### src/rtl/alu_seq_pkg.sv
// Shared types and default widths for the keypad-calculator ALU sequencer.
package alu_seq_pkg;

    localparam int unsigned DATA_W_DEF = 8;
    localparam int unsigned ADDR_W_DEF = 2;
    localparam int unsigned OP_W       = 2;
    localparam int unsigned KEY_W      = 4;
    localparam int unsigned CNT_W      = 8;

    typedef enum logic [2:0] {
        IDLE  = 3'd0,
        KEYWR = 3'd1,
        READ  = 3'd2,
        WB    = 3'd3,
        RESP  = 3'd4
    } state_e;

    typedef enum logic {
        KEY = 1'b0,
        CMD = 1'b1
    } owner_e;

endpackage

### src/rtl/alu_sequencer_arb.sv
// Two-requester arbiter; on a tie the requester not granted last wins.
module seq_arb
    import alu_seq_pkg::*;
(
    input  logic clk,
    input  logic rst_n,
    input  logic req_key,
    input  logic req_cmd,
    input  logic enable,
    output logic gnt_key,
    output logic gnt_cmd
);

    owner_e r_last_grant;

    always_comb begin
        gnt_key = 1'b0;
        gnt_cmd = 1'b0;
        if (enable) begin
            if (req_key && req_cmd) begin
                gnt_key = (r_last_grant == CMD);
                gnt_cmd = (r_last_grant == KEY);
            end else begin
                gnt_key = req_key;
                gnt_cmd = req_cmd;
            end
        end
    end

    // Reset to CMD so the very first tie goes to the keypad.
    always_ff @(posedge clk or negedge rst_n) begin
        if (!rst_n) begin
            r_last_grant <= CMD;
        end else if (gnt_key) begin
            r_last_grant <= KEY;
        end else if (gnt_cmd) begin
            r_last_grant <= CMD;
        end
    end

endmodule

### src/rtl/alu_sequencer.sv
// Sequences register-bank writes from the keypad and ALU commands; returns ALU results on a valid/ready port.
module alu_sequencer
    import alu_seq_pkg::*;
#(
    parameter int unsigned DATA_W = DATA_W_DEF,
    parameter int unsigned ADDR_W = ADDR_W_DEF
) (
    input  logic              clk,
    input  logic              rst_n,
    input  logic              key_valid,
    input  logic [KEY_W-1:0]  key_code,
    input  logic [ADDR_W-1:0] key_dst,
    output logic              key_ready,
    input  logic              cmd_valid,
    input  logic [OP_W-1:0]   cmd_op,
    input  logic [ADDR_W-1:0] cmd_src_a,
    input  logic [ADDR_W-1:0] cmd_src_b,
    input  logic [ADDR_W-1:0] cmd_dst,
    input  logic              cmd_wb,
    output logic              cmd_ready,
    output logic [ADDR_W-1:0] rf_addr_a,
    output logic [ADDR_W-1:0] rf_addr_b,
    output logic [ADDR_W-1:0] rf_addr_wr,
    output logic [DATA_W-1:0] rf_wdata,
    output logic              rf_we,
    output logic [OP_W-1:0]   alu_sel,
    input  logic [DATA_W-1:0] alu_out,
    input  logic              alu_carry,
    input  logic              alu_zero,
    output logic              rsp_valid,
    output logic [DATA_W-1:0] rsp_data,
    output logic              rsp_carry,
    output logic              rsp_zero,
    input  logic              rsp_ready,
    output logic              busy,
    output logic [CNT_W-1:0]  cmd_count
);

    state_e            r_state, w_state_nxt;
    logic              w_idle, w_gnt_key, w_gnt_cmd;
    logic [ADDR_W-1:0] r_dst, w_dst_nxt;
    logic              r_wb, w_wb_nxt;
    logic [DATA_W-1:0] r_res, w_res_nxt;
    logic              r_carry, w_carry_nxt, r_zero, w_zero_nxt;
    logic [CNT_W-1:0]  r_cnt, w_cnt_nxt;
    logic [ADDR_W-1:0] r_addr_a, w_addr_a_nxt, r_addr_b, w_addr_b_nxt;
    logic [ADDR_W-1:0] r_addr_wr, w_addr_wr_nxt;
    logic [DATA_W-1:0] r_wdata, w_wdata_nxt;
    logic              r_we, w_we_nxt;
    logic [OP_W-1:0]   r_sel, w_sel_nxt;
    logic              r_rsp_valid, w_rsp_valid_nxt;
    logic              r_busy, w_busy_nxt;

    assign w_idle = (r_state == IDLE);

    seq_arb u_arb (
        .clk     (clk),
        .rst_n   (rst_n),
        .req_key (key_valid),
        .req_cmd (cmd_valid),
        .enable  (w_idle),
        .gnt_key (w_gnt_key),
        .gnt_cmd (w_gnt_cmd)
    );

    // Next state plus next values of the registered datapath-control outputs.
    always_comb begin
        w_state_nxt     = r_state;
        w_dst_nxt       = r_dst;
        w_wb_nxt        = r_wb;
        w_res_nxt       = r_res;
        w_carry_nxt     = r_carry;
        w_zero_nxt      = r_zero;
        w_cnt_nxt       = r_cnt;
        w_addr_a_nxt    = '0;
        w_addr_b_nxt    = '0;
        w_addr_wr_nxt   = '0;
        w_wdata_nxt     = '0;
        w_we_nxt        = 1'b0;
        w_sel_nxt       = '0;
        w_rsp_valid_nxt = 1'b0;
        case (r_state)
            IDLE: begin
                if (w_gnt_key) begin
                    w_state_nxt   = KEYWR;
                    w_we_nxt      = 1'b1;
                    w_addr_wr_nxt = key_dst;
                    w_wdata_nxt   = DATA_W'(key_code);
                end else if (w_gnt_cmd) begin
                    w_state_nxt  = READ;
                    w_dst_nxt    = cmd_dst;
                    w_wb_nxt     = cmd_wb;
                    w_addr_a_nxt = cmd_src_a;
                    w_addr_b_nxt = cmd_src_b;
                    w_sel_nxt    = cmd_op;
                end
            end
            KEYWR: w_state_nxt = IDLE;
            READ: begin
                w_state_nxt   = WB;
                w_res_nxt     = alu_out;
                w_carry_nxt   = alu_carry;
                w_zero_nxt    = alu_zero;
                w_we_nxt      = r_wb;
                w_addr_wr_nxt = r_dst;
                w_wdata_nxt   = alu_out;
            end
            WB: begin
                w_state_nxt     = RESP;
                w_rsp_valid_nxt = 1'b1;
            end
            RESP: begin
                if (rsp_ready) begin
                    w_state_nxt = IDLE;
                    w_cnt_nxt   = r_cnt + CNT_W'(1);
                end else begin
                    w_rsp_valid_nxt = 1'b1;
                end
            end
            default: w_state_nxt = IDLE;
        endcase
        w_busy_nxt = (w_state_nxt != IDLE);
    end

    always_ff @(posedge clk or negedge rst_n) begin
        if (!rst_n) begin
            r_state     <= IDLE;
            r_dst       <= '0;
            r_wb        <= 1'b0;
            r_res       <= '0;
            r_carry     <= 1'b0;
            r_zero      <= 1'b0;
            r_cnt       <= '0;
            r_addr_a    <= '0;
            r_addr_b    <= '0;
            r_addr_wr   <= '0;
            r_wdata     <= '0;
            r_we        <= 1'b0;
            r_sel       <= '0;
            r_rsp_valid <= 1'b0;
            r_busy      <= 1'b0;
        end else begin
            r_state     <= w_state_nxt;
            r_dst       <= w_dst_nxt;
            r_wb        <= w_wb_nxt;
            r_res       <= w_res_nxt;
            r_carry     <= w_carry_nxt;
            r_zero      <= w_zero_nxt;
            r_cnt       <= w_cnt_nxt;
            r_addr_a    <= w_addr_a_nxt;
            r_addr_b    <= w_addr_b_nxt;
            r_addr_wr   <= w_addr_wr_nxt;
            r_wdata     <= w_wdata_nxt;
            r_we        <= w_we_nxt;
            r_sel       <= w_sel_nxt;
            r_rsp_valid <= w_rsp_valid_nxt;
            r_busy      <= w_busy_nxt;
        end
    end

    assign key_ready  = w_gnt_key;
    assign cmd_ready  = w_gnt_cmd;
    assign rf_addr_a  = r_addr_a;
    assign rf_addr_b  = r_addr_b;
    assign rf_addr_wr = r_addr_wr;
    assign rf_wdata   = r_wdata;
    assign rf_we      = r_we;
    assign alu_sel    = r_sel;
    assign rsp_valid  = r_rsp_valid;
    assign rsp_data   = r_res;
    assign rsp_carry  = r_carry;
    assign rsp_zero   = r_zero;
    assign busy       = r_busy;
    assign cmd_count  = r_cnt;

endmodule

### config.mk
export PLATFORM = sky130hd
export DESIGN_NAME = alu_sequencer
export DESIGN_NICKNAME = d
export VERILOG_FILES = /design/src/rtl/alu_seq_pkg.sv /design/src/rtl/alu_sequencer_arb.sv /design/src/rtl/alu_sequencer.sv
export SDC_FILE = /design/constraint.sdc
export NUM_CORES = 1
export LEC_CHECK = 0
export BUFFER_PORTS_ARGS = -buffer_cell sky130_fd_sc_hd__buf_2
export CORE_UTILIZATION = 51
export DETAILED_ROUTE_END_ITERATION = 12
export PLACE_DENSITY_LB_ADDON = 0.12
export SLEW_MARGIN = 10
export SYNTH_ARGS = -nofsm -noshare
export SYNTH_HDL_FRONTEND = slang
export SYNTH_SLANG_ARGS = --single-unit
### constraint.sdc
create_clock -name clk -period 2.65 [get_ports clk]
set_input_delay 0 -clock clk [delete_from_list [all_inputs] [get_ports clk]]
set_output_delay 0 -clock clk [all_outputs]
set_load 0.005 [all_outputs]
==> results.cfg <==
[detailed_routing]
dr.pass1.iters = 4
vias = 1350
ant_nets = 0
wl_per_cell_um = 13.5
drt_iter0_markers = 44
totalWireLength_mm = 3.68
route.detailed.drc = 0
avgViaCountPerCell = 4.95

[placed_design]
dpl_cell_area_sq_um = 2070
numPortBuffers = 68
place_congestion = 0.805
place_hpwl_mm = 2.33

[grt]
grt_pass1_wl_mm = 5.91
antenna_found_initial = 0
grt_max_degree = 45
overflow = 0
grt_usage_pct = 23.5
grt_pass1_vias = 1312

[floorplanning]
fp.dieW_um = 60.0
io_pins = 69
die_y_um = 60.0
die-area_sq_um = 3600
start_util_pct = 54.9
coreArea_sq_um = 3130
rows = 20

[sta]
relSlewSlack_pct = 38.6
setup_violations = 0
period_share_pct = 74.4
tns_ns = 0
worst_pin_slew_ns = 0.921
skew_ns = 0.00980
fmax_mhz = 508
slew_violations = 0
hold_viol_final = 0
min_period_ns = 1.97
rsz0062_at_grt = false

[critical_path]
arrival_ns = 2.25
crit_slowest_cell = dlygate4sd3_1
path_cells = nor3_4 > and3_1 > a22o_1 > dlygate4sd3_1
cpPeakStageDelay_ns = 0.55
end_kind = flip-flop
cp_top_family = simple AND/OR/NAND/NOR gates
path_class = reg2reg
path_buf_inv = 1
cp-start-kind = flip-flop
crit_required_ns = 2.93
cp_max_fo = 8

[synth]
synth-seq-area-share_pct = 64.2
async_reset_ff_share_pct = 100
synthesis.area_sq_um = 1720
ys_top_cells_by_count = 43 x dfrtp_1, 11 x and2_1, 11 x mux2_1, 6 x xnor2_1, 5 x nand2_1
yosys-top-cells-area = dfrtp_1 63%, mux2_1 7.2%, and2_1 4.0%
yosysMostFrequentCell = dfrtp_1
synth_top_area_share_pct = 62.6
yosys_warnings = 0
netlist_instances = 125
synth_top_area_cell = dfrtp_1
synth.avg_cell_area_sq_um = 13.7
synth_ff_type = dfrtp_1
synth_enable_flop_cells = 0
synth_cell_type_count = 30
syn-num-nets = 156
ys_ff_latch = 44

[pwr]
ir_worst_vdd_mv = 0.558
power_density_nw_per_um2 = 890
power_leakage_nw = 1.27

[clocking]
cts_setup_buffers = 0
cts.sinks = 44
clockRootBuffer = clkbuf_4
cts_buffers = 5
htree_num_levels = 2
path_clk_slew_ns = 0.12
cts_tree = built
clock_latency_ns = 0.34
clockBufferDepth = 2
cts.repair.resized = 0

[final_layout]
antenna_cells = 0
nets = 259
final_core_util_pct = 78.8
drive_gt1_share_pct = 34.5
area.growth.synth_to_final_pct = 43.4
design_area_sq_um = 2460

[outcome]
status = completed

[hold_path]
hold_class = in2reg

[run]
maxCapViolations = 0
layout make-up:
type,count,area (sq um)
Timing Repair Buffer,103,688
Clock buffer,8,48.8
Multi-Input combinational cell,73,566
Tap cell,44,55.1
Inverter,1,3.75
Sequential cell,44,1100
Fill cell,206,664
metal layers:
metal	global-route usage [%]	share of wire, %	up-vias
met5	0	0	-
met4	8.97	1.8	0
met3	8.87	7.4	6
met2	41.1	51	62
met1	25.7	40	651
li1	-	-	631
state kept, by name (all words and copies together) (netlist names), 2 cells and up:
register,count
alu_sel,2
cmd_count,8
r_dst,2
r_state,3
rf_addr_a,2
rf_addr_b,2
rf_addr_wr,2
rf_wdata,8
rsp_data,8
power breakdown:
| part | internal [mW] | switching (mW) |
|---|---|---|
| Clock | 0.106 | 0.192 |
| Sequential | 0.920 | 0.164 |
| Combinational | 0.464 | 0.347 |
final timing paths:
kind                                  start  slack (ns)            end  cells past startpoint
worst max register to register   r_state[1]        0.68    rf_wdata[1]                      4
min in group asynchronous             rst_n        0.31  rf_addr_wr[0]                      2
max in group asynchronous             rst_n        1.76    rf_wdata[1]                      2
worst max-delay path             r_state[1]        0.68    rf_wdata[1]                      4
worst min register to register  rsp_data[5]        0.49    rsp_data[5]                      1
worst min-delay path              key_valid        0.11           busy                      4
cell usage in the layout, fill, tap and decap left out, types with 2 or more instances in the layout:
cell,count
nand3_1,3
nand2b_1,3
a21oi_1,2
and3_1,3
o22ai_1,2
clkbuf_1,3
a211oi_1,2
buf_2,68
clkbuf_4,5
nand4_1,4
dfrtp_1,43
a22o_1,4
dlygate4sd3_1,34
nand2_1,5
mux2_4,3
mux2_1,11
nor2_1,4
and2_1,11
xnor2_1,6
through the flow:
step	power, mW	cells	hold slack [ns]	worst slack (ns)
global route	2.35	273	0.0940	0.581
finish	2.19	273	0.109	0.680
global placement	1.79	231	0.178	1.10
CTS	2.20	273	0.0819	0.720
detailed placement	1.83	231	0.200	1.00
floorplan	1.53	125	-0.296	1.22
timing repair:
action / CTS / global route
endpoints found under the setup margin: 0 / 0
hold buffers: 34 / 0
hold endpoints to repair: 76 / 0
worst register-to-register path, delay by kind of cell (launching register included):
kind                   cells  cell delay [ns]
and+or+nand+nor            2             0.68
buffers and inverters      1             0.55
AOI/OAI and AO/OA          1             0.19
DFF                        1             0.49
kinds of logic after synthesis:
family / Yosys count / share of synthesized area [%]
flip-flops: 44 / 64.2
AND/OR/NAND/NOR: 38 / 13.3
multiplexers: 14 / 9.83
AO/OA/AOI/OAI: 13 / 5.46
buffers and inverters: 8 / 2.91
XOR/XNOR: 7 / 3.57
adder cells (fa/ha/maj): 1 / 0.728
Power figures use the tool's default switching activity.
